==> config.mk <==
export PLATFORM = sky130hd
export DESIGN_NAME = multipli_seq_param
export DESIGN_NICKNAME = d
export VERILOG_FILES = /design/src/rtl/multipli_seq_pkg.sv /design/src/rtl/multipli_step.sv /design/src/rtl/multipli_seq_param.sv
export SDC_FILE = /design/constraint.sdc
export NUM_CORES = 1
export LEC_CHECK = 0
export BUFFER_PORTS_ARGS = -buffer_cell sky130_fd_sc_hd__buf_4
export CORE_AREA = 10 10 99 92
export CTS_CLUSTER_SIZE = 10
export DETAILED_ROUTE_END_ITERATION = 8
export DIE_AREA = 0 0 109 102
export SYNTH_ARGS = -nofsm -noshare
export SYNTH_HDL_FRONTEND = slang
export SYNTH_SLANG_ARGS = --single-unit
==> constraint.sdc <==
create_clock -name CLOCK -period 5.1 [get_ports CLOCK]
set_input_delay 0.765 -clock CLOCK [delete_from_list [all_inputs] [get_ports CLOCK]]
set_output_delay 0.765 -clock CLOCK [all_outputs]
set_load 0.01 [all_outputs]
==> src/rtl/multipli_seq_pkg.sv <==
// Shared types and constants for the sequential shift-add / Booth multiplier.
package multipli_seq_pkg;

    // Control FSM states
    typedef enum logic [1:0] {
        IDLE = 2'd0,
        RUN  = 2'd1,
        DONE = 2'd2
    } state_t;

    // Operand interpretation, sampled with A/B at the start edge
    localparam logic MODE_UNS = 1'b0;
    localparam logic MODE_SGN = 1'b1;

endpackage : multipli_seq_pkg

==> src/rtl/multipli_step.sv <==
// One iteration of the multiplier datapath (purely combinational).
//   mode_i  : MODE_UNS = shift-add, MODE_SGN = radix-2 Booth
//   acc_i   : partial-product accumulator, A_BITS+1 bits
//   q_i     : multiplier shift register, B_BITS bits
//   qm1_i   : Booth history bit (previous Q[0])
//   m_i     : multiplicand, already sign/zero-extended to A_BITS+1
//   acc_o/q_o/qm1_o : register values after add/subtract and one right shift
module multipli_step
    import multipli_seq_pkg::*;
#(
    parameter int unsigned A_BITS = 8,
    parameter int unsigned B_BITS = 8
) (
    input  logic              mode_i,
    input  logic [A_BITS:0]   acc_i,
    input  logic [B_BITS-1:0] q_i,
    input  logic              qm1_i,
    input  logic [A_BITS:0]   m_i,
    output logic [A_BITS:0]   acc_o,
    output logic [B_BITS-1:0] q_o,
    output logic              qm1_o
);

    logic [A_BITS:0] sum;
    logic            shift_in;

    // Add/subtract selection, then a combined right shift of {ACC,Q,q_m1}
    always_comb begin
        sum = acc_i;
        if (mode_i == MODE_UNS) begin
            if (q_i[0]) begin
                sum = acc_i + m_i;
            end
        end else begin
            unique case ({q_i[0], qm1_i})
                2'b10:   sum = acc_i - m_i;
                2'b01:   sum = acc_i + m_i;
                default: sum = acc_i;
            endcase
        end

        // Unsigned sums never exceed A_BITS+1 bits, so a zero fill is exact;
        // Booth needs the sign replicated to keep the partial product signed.
        shift_in = (mode_i == MODE_SGN) ? sum[A_BITS] : 1'b0;
        acc_o    = {shift_in, sum[A_BITS:1]};
        q_o      = {sum[0], q_i[B_BITS-1:1]};
        qm1_o    = q_i[0];
    end

endmodule : multipli_step

==> src/rtl/multipli_seq_param.sv <==
// Parametrised sequential multiplier: unsigned shift-add or signed Booth,
// one iteration per clock, B_BITS iterations per product.
//   CLOCK     : system clock, rising edge
//   RESET     : asynchronous active-low reset
//   START     : request, a new operation starts on a 0->1 transition in IDLE
//   SIGNED_OP : 0 unsigned operands, 1 two's-complement operands
//   A, B      : multiplicand / multiplier, captured at the start edge
//   S         : product, held until the next completion
//   END_MULT  : one-cycle pulse aligned with the S update
//   BUSY      : high while an operation is in progress
module multipli_seq_param
    import multipli_seq_pkg::*;
#(
    parameter int unsigned A_BITS = 8,
    parameter int unsigned B_BITS = 8,
    parameter int unsigned CNT_W  = $clog2(B_BITS + 1)
) (
    input  logic                     CLOCK,
    input  logic                     RESET,
    input  logic                     START,
    input  logic                     SIGNED_OP,
    input  logic [A_BITS-1:0]        A,
    input  logic [B_BITS-1:0]        B,
    output logic [A_BITS+B_BITS-1:0] S,
    output logic                     END_MULT,
    output logic                     BUSY
);

    localparam int unsigned P_BITS = A_BITS + B_BITS;

    state_t              state_q, state_d;
    logic                start_q;
    logic [A_BITS:0]     m_q, m_d;
    logic [A_BITS:0]     acc_q, acc_d;
    logic [B_BITS-1:0]   q_q, q_d;
    logic                qm1_q, qm1_d;
    logic                mode_q, mode_d;
    logic [CNT_W-1:0]    cnt_q, cnt_d;
    logic [P_BITS-1:0]   s_q, s_d;
    logic                end_q, end_d;
    logic                busy_q, busy_d;

    logic                trig;
    logic [A_BITS:0]     step_acc;
    logic [B_BITS-1:0]   step_q;
    logic                step_qm1;

    // Rising edge of START; only acted on in IDLE
    assign trig = START & ~start_q;

    multipli_step #(
        .A_BITS (A_BITS),
        .B_BITS (B_BITS)
    ) u_step (
        .mode_i (mode_q),
        .acc_i  (acc_q),
        .q_i    (q_q),
        .qm1_i  (qm1_q),
        .m_i    (m_q),
        .acc_o  (step_acc),
        .q_o    (step_q),
        .qm1_o  (step_qm1)
    );

    // Next-state and datapath control
    always_comb begin
        state_d = state_q;
        m_d     = m_q;
        acc_d   = acc_q;
        q_d     = q_q;
        qm1_d   = qm1_q;
        mode_d  = mode_q;
        cnt_d   = cnt_q;
        s_d     = s_q;
        end_d   = 1'b0;

        unique case (state_q)
            IDLE: begin
                if (trig) begin
                    m_d     = (SIGNED_OP == MODE_SGN) ? {A[A_BITS-1], A} : {1'b0, A};
                    acc_d   = '0;
                    q_d     = B;
                    qm1_d   = 1'b0;
                    mode_d  = SIGNED_OP;
                    cnt_d   = '0;
                    state_d = RUN;
                end
            end
            RUN: begin
                acc_d = step_acc;
                q_d   = step_q;
                qm1_d = step_qm1;
                cnt_d = cnt_q + CNT_W'(1);
                if (cnt_q == CNT_W'(B_BITS - 1)) begin
                    state_d = DONE;
                end
            end
            DONE: begin
                // ACC's top bit is only headroom; the product fits in A+B bits
                s_d     = {acc_q[A_BITS-1:0], q_q};
                end_d   = 1'b1;
                state_d = IDLE;
            end
            default: begin
                state_d = IDLE;
            end
        endcase

        busy_d = (state_d != IDLE);
    end

    // State and output registers
    always_ff @(posedge CLOCK or negedge RESET) begin
        if (!RESET) begin
            state_q <= IDLE;
            start_q <= 1'b0;
            m_q     <= '0;
            acc_q   <= '0;
            q_q     <= '0;
            qm1_q   <= 1'b0;
            mode_q  <= MODE_UNS;
            cnt_q   <= '0;
            s_q     <= '0;
            end_q   <= 1'b0;
            busy_q  <= 1'b0;
        end else begin
            state_q <= state_d;
            start_q <= START;
            m_q     <= m_d;
            acc_q   <= acc_d;
            q_q     <= q_d;
            qm1_q   <= qm1_d;
            mode_q  <= mode_d;
            cnt_q   <= cnt_d;
            s_q     <= s_d;
            end_q   <= end_d;
            busy_q  <= busy_d;
        end
    end

    assign S        = s_q;
    assign END_MULT = end_q;
    assign BUSY     = busy_q;

endmodule : multipli_seq_param
# [Word level (Yosys, flattened, before mapping)]
# Cells that the tools add are included.
[word_totals] register_bits=53 latchBits=0 ram_bits=0 romBits=0 inputBits=20 out_inout_bits=18 n_memories=0
[op_classes] addsub=3 mul=0 div_mod_pow=0 order_cmp=0 n_eq_ne=6 n_shift=0 mux=17 n_bitwise=2 n_reduce_logical=5
[op_table] op="9-bit two-way mux" count=4
[op_table] op="9-bit case mux with 2 select lines" count=2
[op_table] op="8-bit case mux with 2 select lines" count=1
[op_table] op="9-bit adder" count=1
[op_table] op="9-bit subtractor" count=1
[op_table] op="8-bit two-way mux" count=1
[op_table] op="4-bit case mux with 2 select lines" count=1
[op_table] op="4-bit by 1-bit adder with 4-bit output, second input constant" count=1
[op_table] op="2-bit by 1-bit == test with 1-bit output, second input constant" count=2
[op_table] op="2-bit == test, second input constant" count=2
[op_table] op="4-bit by 3-bit == test with 1-bit output, second input constant" count=1
[op_table] op="2-bit two-way mux" count=2
[op_table] op="4-bit two-way mux" count=1
[op_table] op="2-bit case mux with 2 select lines" count=1
[op_table] op="2-bit AND reduction" count=2
[op_table] op="2-bit nonzero test" count=2
[op_table] op="1-bit two-way mux" count=3
[op_table] op="2-bit logical NOT" count=1
[op_table] op="2-bit inequality test, second input constant" count=1
[op_table] op="1-bit case mux with 2 select lines" count=1
[op_table] op="1-bit bitwise AND" count=1
[op_table] op="1-bit inverter" count=1

# [Logic depth before layout (Yosys ltp)]
[depth] depth_word=5 depth_mapped=11 mapped_depth_nobuf=10

# [Cells and area by module]
# Synthesis repeated with hierarchy kept, for this count alone.
[hier_totals] cells_unflattened=341 hier_area_um2=3382.0
[by_module_without_submodules] mod="multipli_seq_param" instances=1 cells_each=162 area_per_inst_um2=2138.3 seq_area_each_um2=1326.3
[by_module_without_submodules] mod="multipli_step" instances=1 cells_each=179 area_per_inst_um2=1243.7 seq_area_each_um2=0.0

# [Least setup slack after synthesis]
# Ideal clock, no wire load.
[synth_timing] kind="reg-to-reg" startpoint="register acc_q[0]" endpoint="register acc_q[7]" setup_time_ns=0.067 arrival_ns=2.442 required_time_ns=5.033 setup_slack_ns=2.591 stages_incl_launch_ff=11 cell_sequence="dfrtp_1 inv_1 ha_1 fa_1 nand2b_1 a21oi_1 a41oi_1 mux2_1 a311o_1 a31oi_1 a221o_1"
[synth_via] elab_chain_cells=4
[synth_rtl] item="start: declaration" line="multipli_seq_param.sv:34" rtl="logic [A_BITS:0] acc_q, acc_d;"
[synth_rtl] item="start signal: assignment" line="multipli_seq_param.sv:118" rtl="acc_q <= '0;"
[synth_rtl] item="start signal: assignment" line="multipli_seq_param.sv:130" rtl="acc_q <= acc_d;"
[synth_rtl] item="9-bit adder / 9-bit subtractor (equally long branches)" line="multipli_step.sv:32, multipli_step.sv:37, multipli_step.sv:36"
[synth_rtl] item="9-bit case mux with 2 select lines / 9-bit two-way mux (equally long branches)" line="multipli_step.sv:35, multipli_step.sv:31"
[synth_rtl] item="9-bit two-way mux *" line="multipli_step.sv:30" rtl="if (mode_i == MODE_UNS) begin"
[synth_rtl] item="9-bit case mux with 2 select lines *" line="multipli_seq_param.sv:77" rtl="unique case (state_q)"
# Mark *: on every way between the ends. The rest lies on a longest branch, timed or not.
# A chain may end at the register's enable or synchronous reset.

# [Final worst setup path]
# Same ends and word-level chain as after synthesis.

==> flow_metrics.py <==
metrics = {
    "outcome": {
        "run_status": "complete, no violations",
    },
    "cells_and_area": {
        "post-route-util_pct": 50.2,
        "fin_cells": 451,
        "drive_above_1_share_pct": 19.0,
        "diodes": 0,
        "register_area_mm2": 0.00133,
        "layout.nets": 398,
        "area.growth.synth_to_final_pct": 13.4,
        "final_cell_area_mm2": 0.00351,
        "multiInputGateArea_mm2": 0.00161,
        "nFillCells": 680,
    },
    "setup_path": {
        "slowest_delay_ps": 410,
        "crit_slowest_cell": "dfrtp_1",
        "cp-end-kind": "register",
        "critPathRequiredTime_ps": 5360,
        "timing.rr.start": "acc_q[0]",
        "crit_family": "compound AO/OA/AOI/OAI gates",
        "crit_chain": "inv_1, ha_1, fa_1, nand2b_1, a21oi_1, a41oi_1, mux2_1, a311o_1, a31oi_1, a221o_1",
        "cp_max_fo": 4,
        "worstSetupPathType": "reg2reg",
        "rr_worst_depth": 10,
        "crit_path_start_kind": "register",
        "rrSetupSlack_ps": 2310,
        "cp.depth": 10,
        "timing.rr.end": "acc_q[7]",
        "cp_data_arrival_time_ps": 3050,
        "critPathBufInv": 1,
    },
    "global_route": {
        "grt_pass1_vias": 2367,
        "grt_max_degree": 54,
        "grt_pass1_wl_um": 12400,
        "use_met1_pct": 19.7,
        "grt_use_met2_pct": 21.7,
        "gr-max-usage-layer": "met2",
        "antenna_found_initial": 0,
        "use_met3_pct": 2.52,
        "grt_usage_pct": 14.1,
        "grt_overflow_total": 0,
    },
    "synthesis": {
        "synth_flop_cell": "dfrtp_1",
        "yosys_warnings": 0,
        "ys_ff_latch": 53,
        "async_reset_ff_share_pct": 100,
        "yosysUniqueCellTypes": 53,
        "syn-cell-area_mm2": 0.00310,
        "syn_inst": 331,
        "avgSynthCellArea_um2": 9.36,
        "synth_edf_count": 0,
        "ys_seq_area_share_pct": 42.8,
        "syn_nets": 372,
    },
    "place": {
        "gp_congestion": 0.881,
        "dp_hpwl_um": 5500,
        "portBuffers": 37,
        "dp.cells": 443,
        "placed_area_mm2": 0.00342,
    },
    "cts": {
        "cts_tree": "yes",
        "cts_hold_buf": 0,
        "clk_latency_ps": 320,
        "h-tree-depth": 2,
        "clkTransAtPathRegs_ps": 100,
        "cts_buffer_depth": 2,
        "numCtsBuffers": 5,
        "cts_setup_buffers": 0,
        "clock-sinks": 53,
        "cts_resized": 0,
        "clockRootBuffer": "clkbuf_8",
    },
    "pwr": {
        "powerDensity_mw_per_mm2": 761,
        "leakage_nw": 1.63,
        "ir_drop_mv": 0.245,
    },
    "timing": {
        "setup_viol_count_final": 0,
        "tns_ps": 0,
        "period_needed_ps": 2790,
        "fmax_mhz": 359,
        "maxSlewHeadroom_pct": 41.9,
        "slew_viol_final": 0,
        "final-hold-violation-count": 0,
        "worst_pin_slew_ps": 871,
        "fin_crit_sh_pct": 54.6,
        "fin_skew_ps": 8.54,
        "rsz0062_at_grt": "no",
    },
    "hold_path": {
        "worstHoldPathType": "in2async",
    },
    "detailed_routing": {
        "detail_route.first_pass.iterations": 4,
        "wl_um": 7690,
        "drt-initial-drc-count": 146,
        "drtAntennaViolNets": 0,
        "vias": 2463,
        "wl_per_cell_um": 17.1,
        "viasPerCell": 5.46,
        "drc": 0,
    },
    "floorplanning": {
        "initial_core_util_pct": 44.3,
        "die_y_um": 102,
        "die_x_um": 109,
        "row_count": 29,
        "dieArea_mm2": 0.0111,
        "core-area_mm2": 0.00700,
        "ioPinCount": 38,
    },
    "run": {
        "drv_cap": 0,
    },
}
[per-stage QoR]
step / power [W] / hold slack, ps / setup slack (ps)
after floorplan: 0.00198 / 448 / 2590
after global placement: 0.00240 / 459 / 2430
after detailed placement: 0.00242 / 464 / 2380
after CTS: 0.00268 / 482 / 2340
after global routing: 0.00291 / 522 / 2160
final: 0.00267 / 473 / 2310
[kinds of logic (layout without fill, tap and decap cells)]
family / after synthesis / in the layout / synth area share [%]
xor+xnor: 12 / 12 / 3.39
flops: 53 / 53 / 42.8
fa+ha+maj: 21 / 21 / 8.96
simple gates: 96 / 96 / 14.4
buf+inv: 42 / 69 / 5.57
compound gates: 93 / 93 / 19.8
mux: 14 / 14 / 5.09
[synthesized netlist by cell type, drive strengths merged, types with 3 or more instances]
cell type  number  area (µm²)
o21ai          22         110
a221oi          3        26.3
buf             5        33.8
mux2           14         158
nand3           5        25.0
o21bai          3        22.5
o22ai           9        56.3
nand2b          8        50.1
a211oi          7        57.6
clkbuf         15        56.3
dfrtp          53        1330
or3             3        23.8
a22o            3        26.3
inv            21        78.8
a21o            5        37.5
nor3            7        40.0
a22oi           3        22.5
xnor2           7        61.3
xor2            5        43.8
a21oi          19        95.1
ha             19         238
nand2          30         113
nor2           31         116
a31oi           5        31.3
nor2b           4        25.0
[routing by layer]
layer	up-vias	share of wire (%)
met4	0	1.0
met5	-	0
met3	6	5.7
li1	1215	-
met1	1188	48
met2	54	45
[report_power, final]
group          switching [W]  total, W  internal [W]
combinational       0.000910   0.00162      0.000707
clock               0.000152  0.000250     0.0000978
sequential          0.000189  0.000805      0.000616
[worst max path at each step]
stage                to  startpoint
4_1_cts        acc_q[7]    acc_q[0]
5_1_grt        acc_q[7]    acc_q[0]
6_report       acc_q[7]    acc_q[0]
2_1_floorplan  acc_q[7]    acc_q[0]
3_3_place_gp   acc_q[7]    acc_q[2]
3_5_place_dp   acc_q[7]    acc_q[0]
[cells in the final DEF, fill, tap and decap left out, drive strengths merged, types with 8 or more instances in the layout]
cell type,count
nand2b,8
inv,22
dfrtp,53
a21oi,19
buf,39
o21ai,22
nand2,30
o22ai,9
mux2,14
ha,19
nor2,31
[cell type report]
cell class	instances	area share, %
Clock buffer	5	1.96
Clock inverter	3	0.605
Inverter	22	2.35
Multi-Input combinational cell	236	45.7
Sequential cell	53	37.7
Tap cell	93	3.31
Timing Repair Buffer	39	8.33
[state kept, by name (all words and copies together) (netlist names)]
register / flops
BUSY: 1
END_MULT: 1
S: 16
acc_q: 9
cnt_q: 4
m_q: 9
mode_q: 1
q_q: 8
qm1_q: 1
start_q: 1
state_q: 2
(Power assumes the default switching activity.)
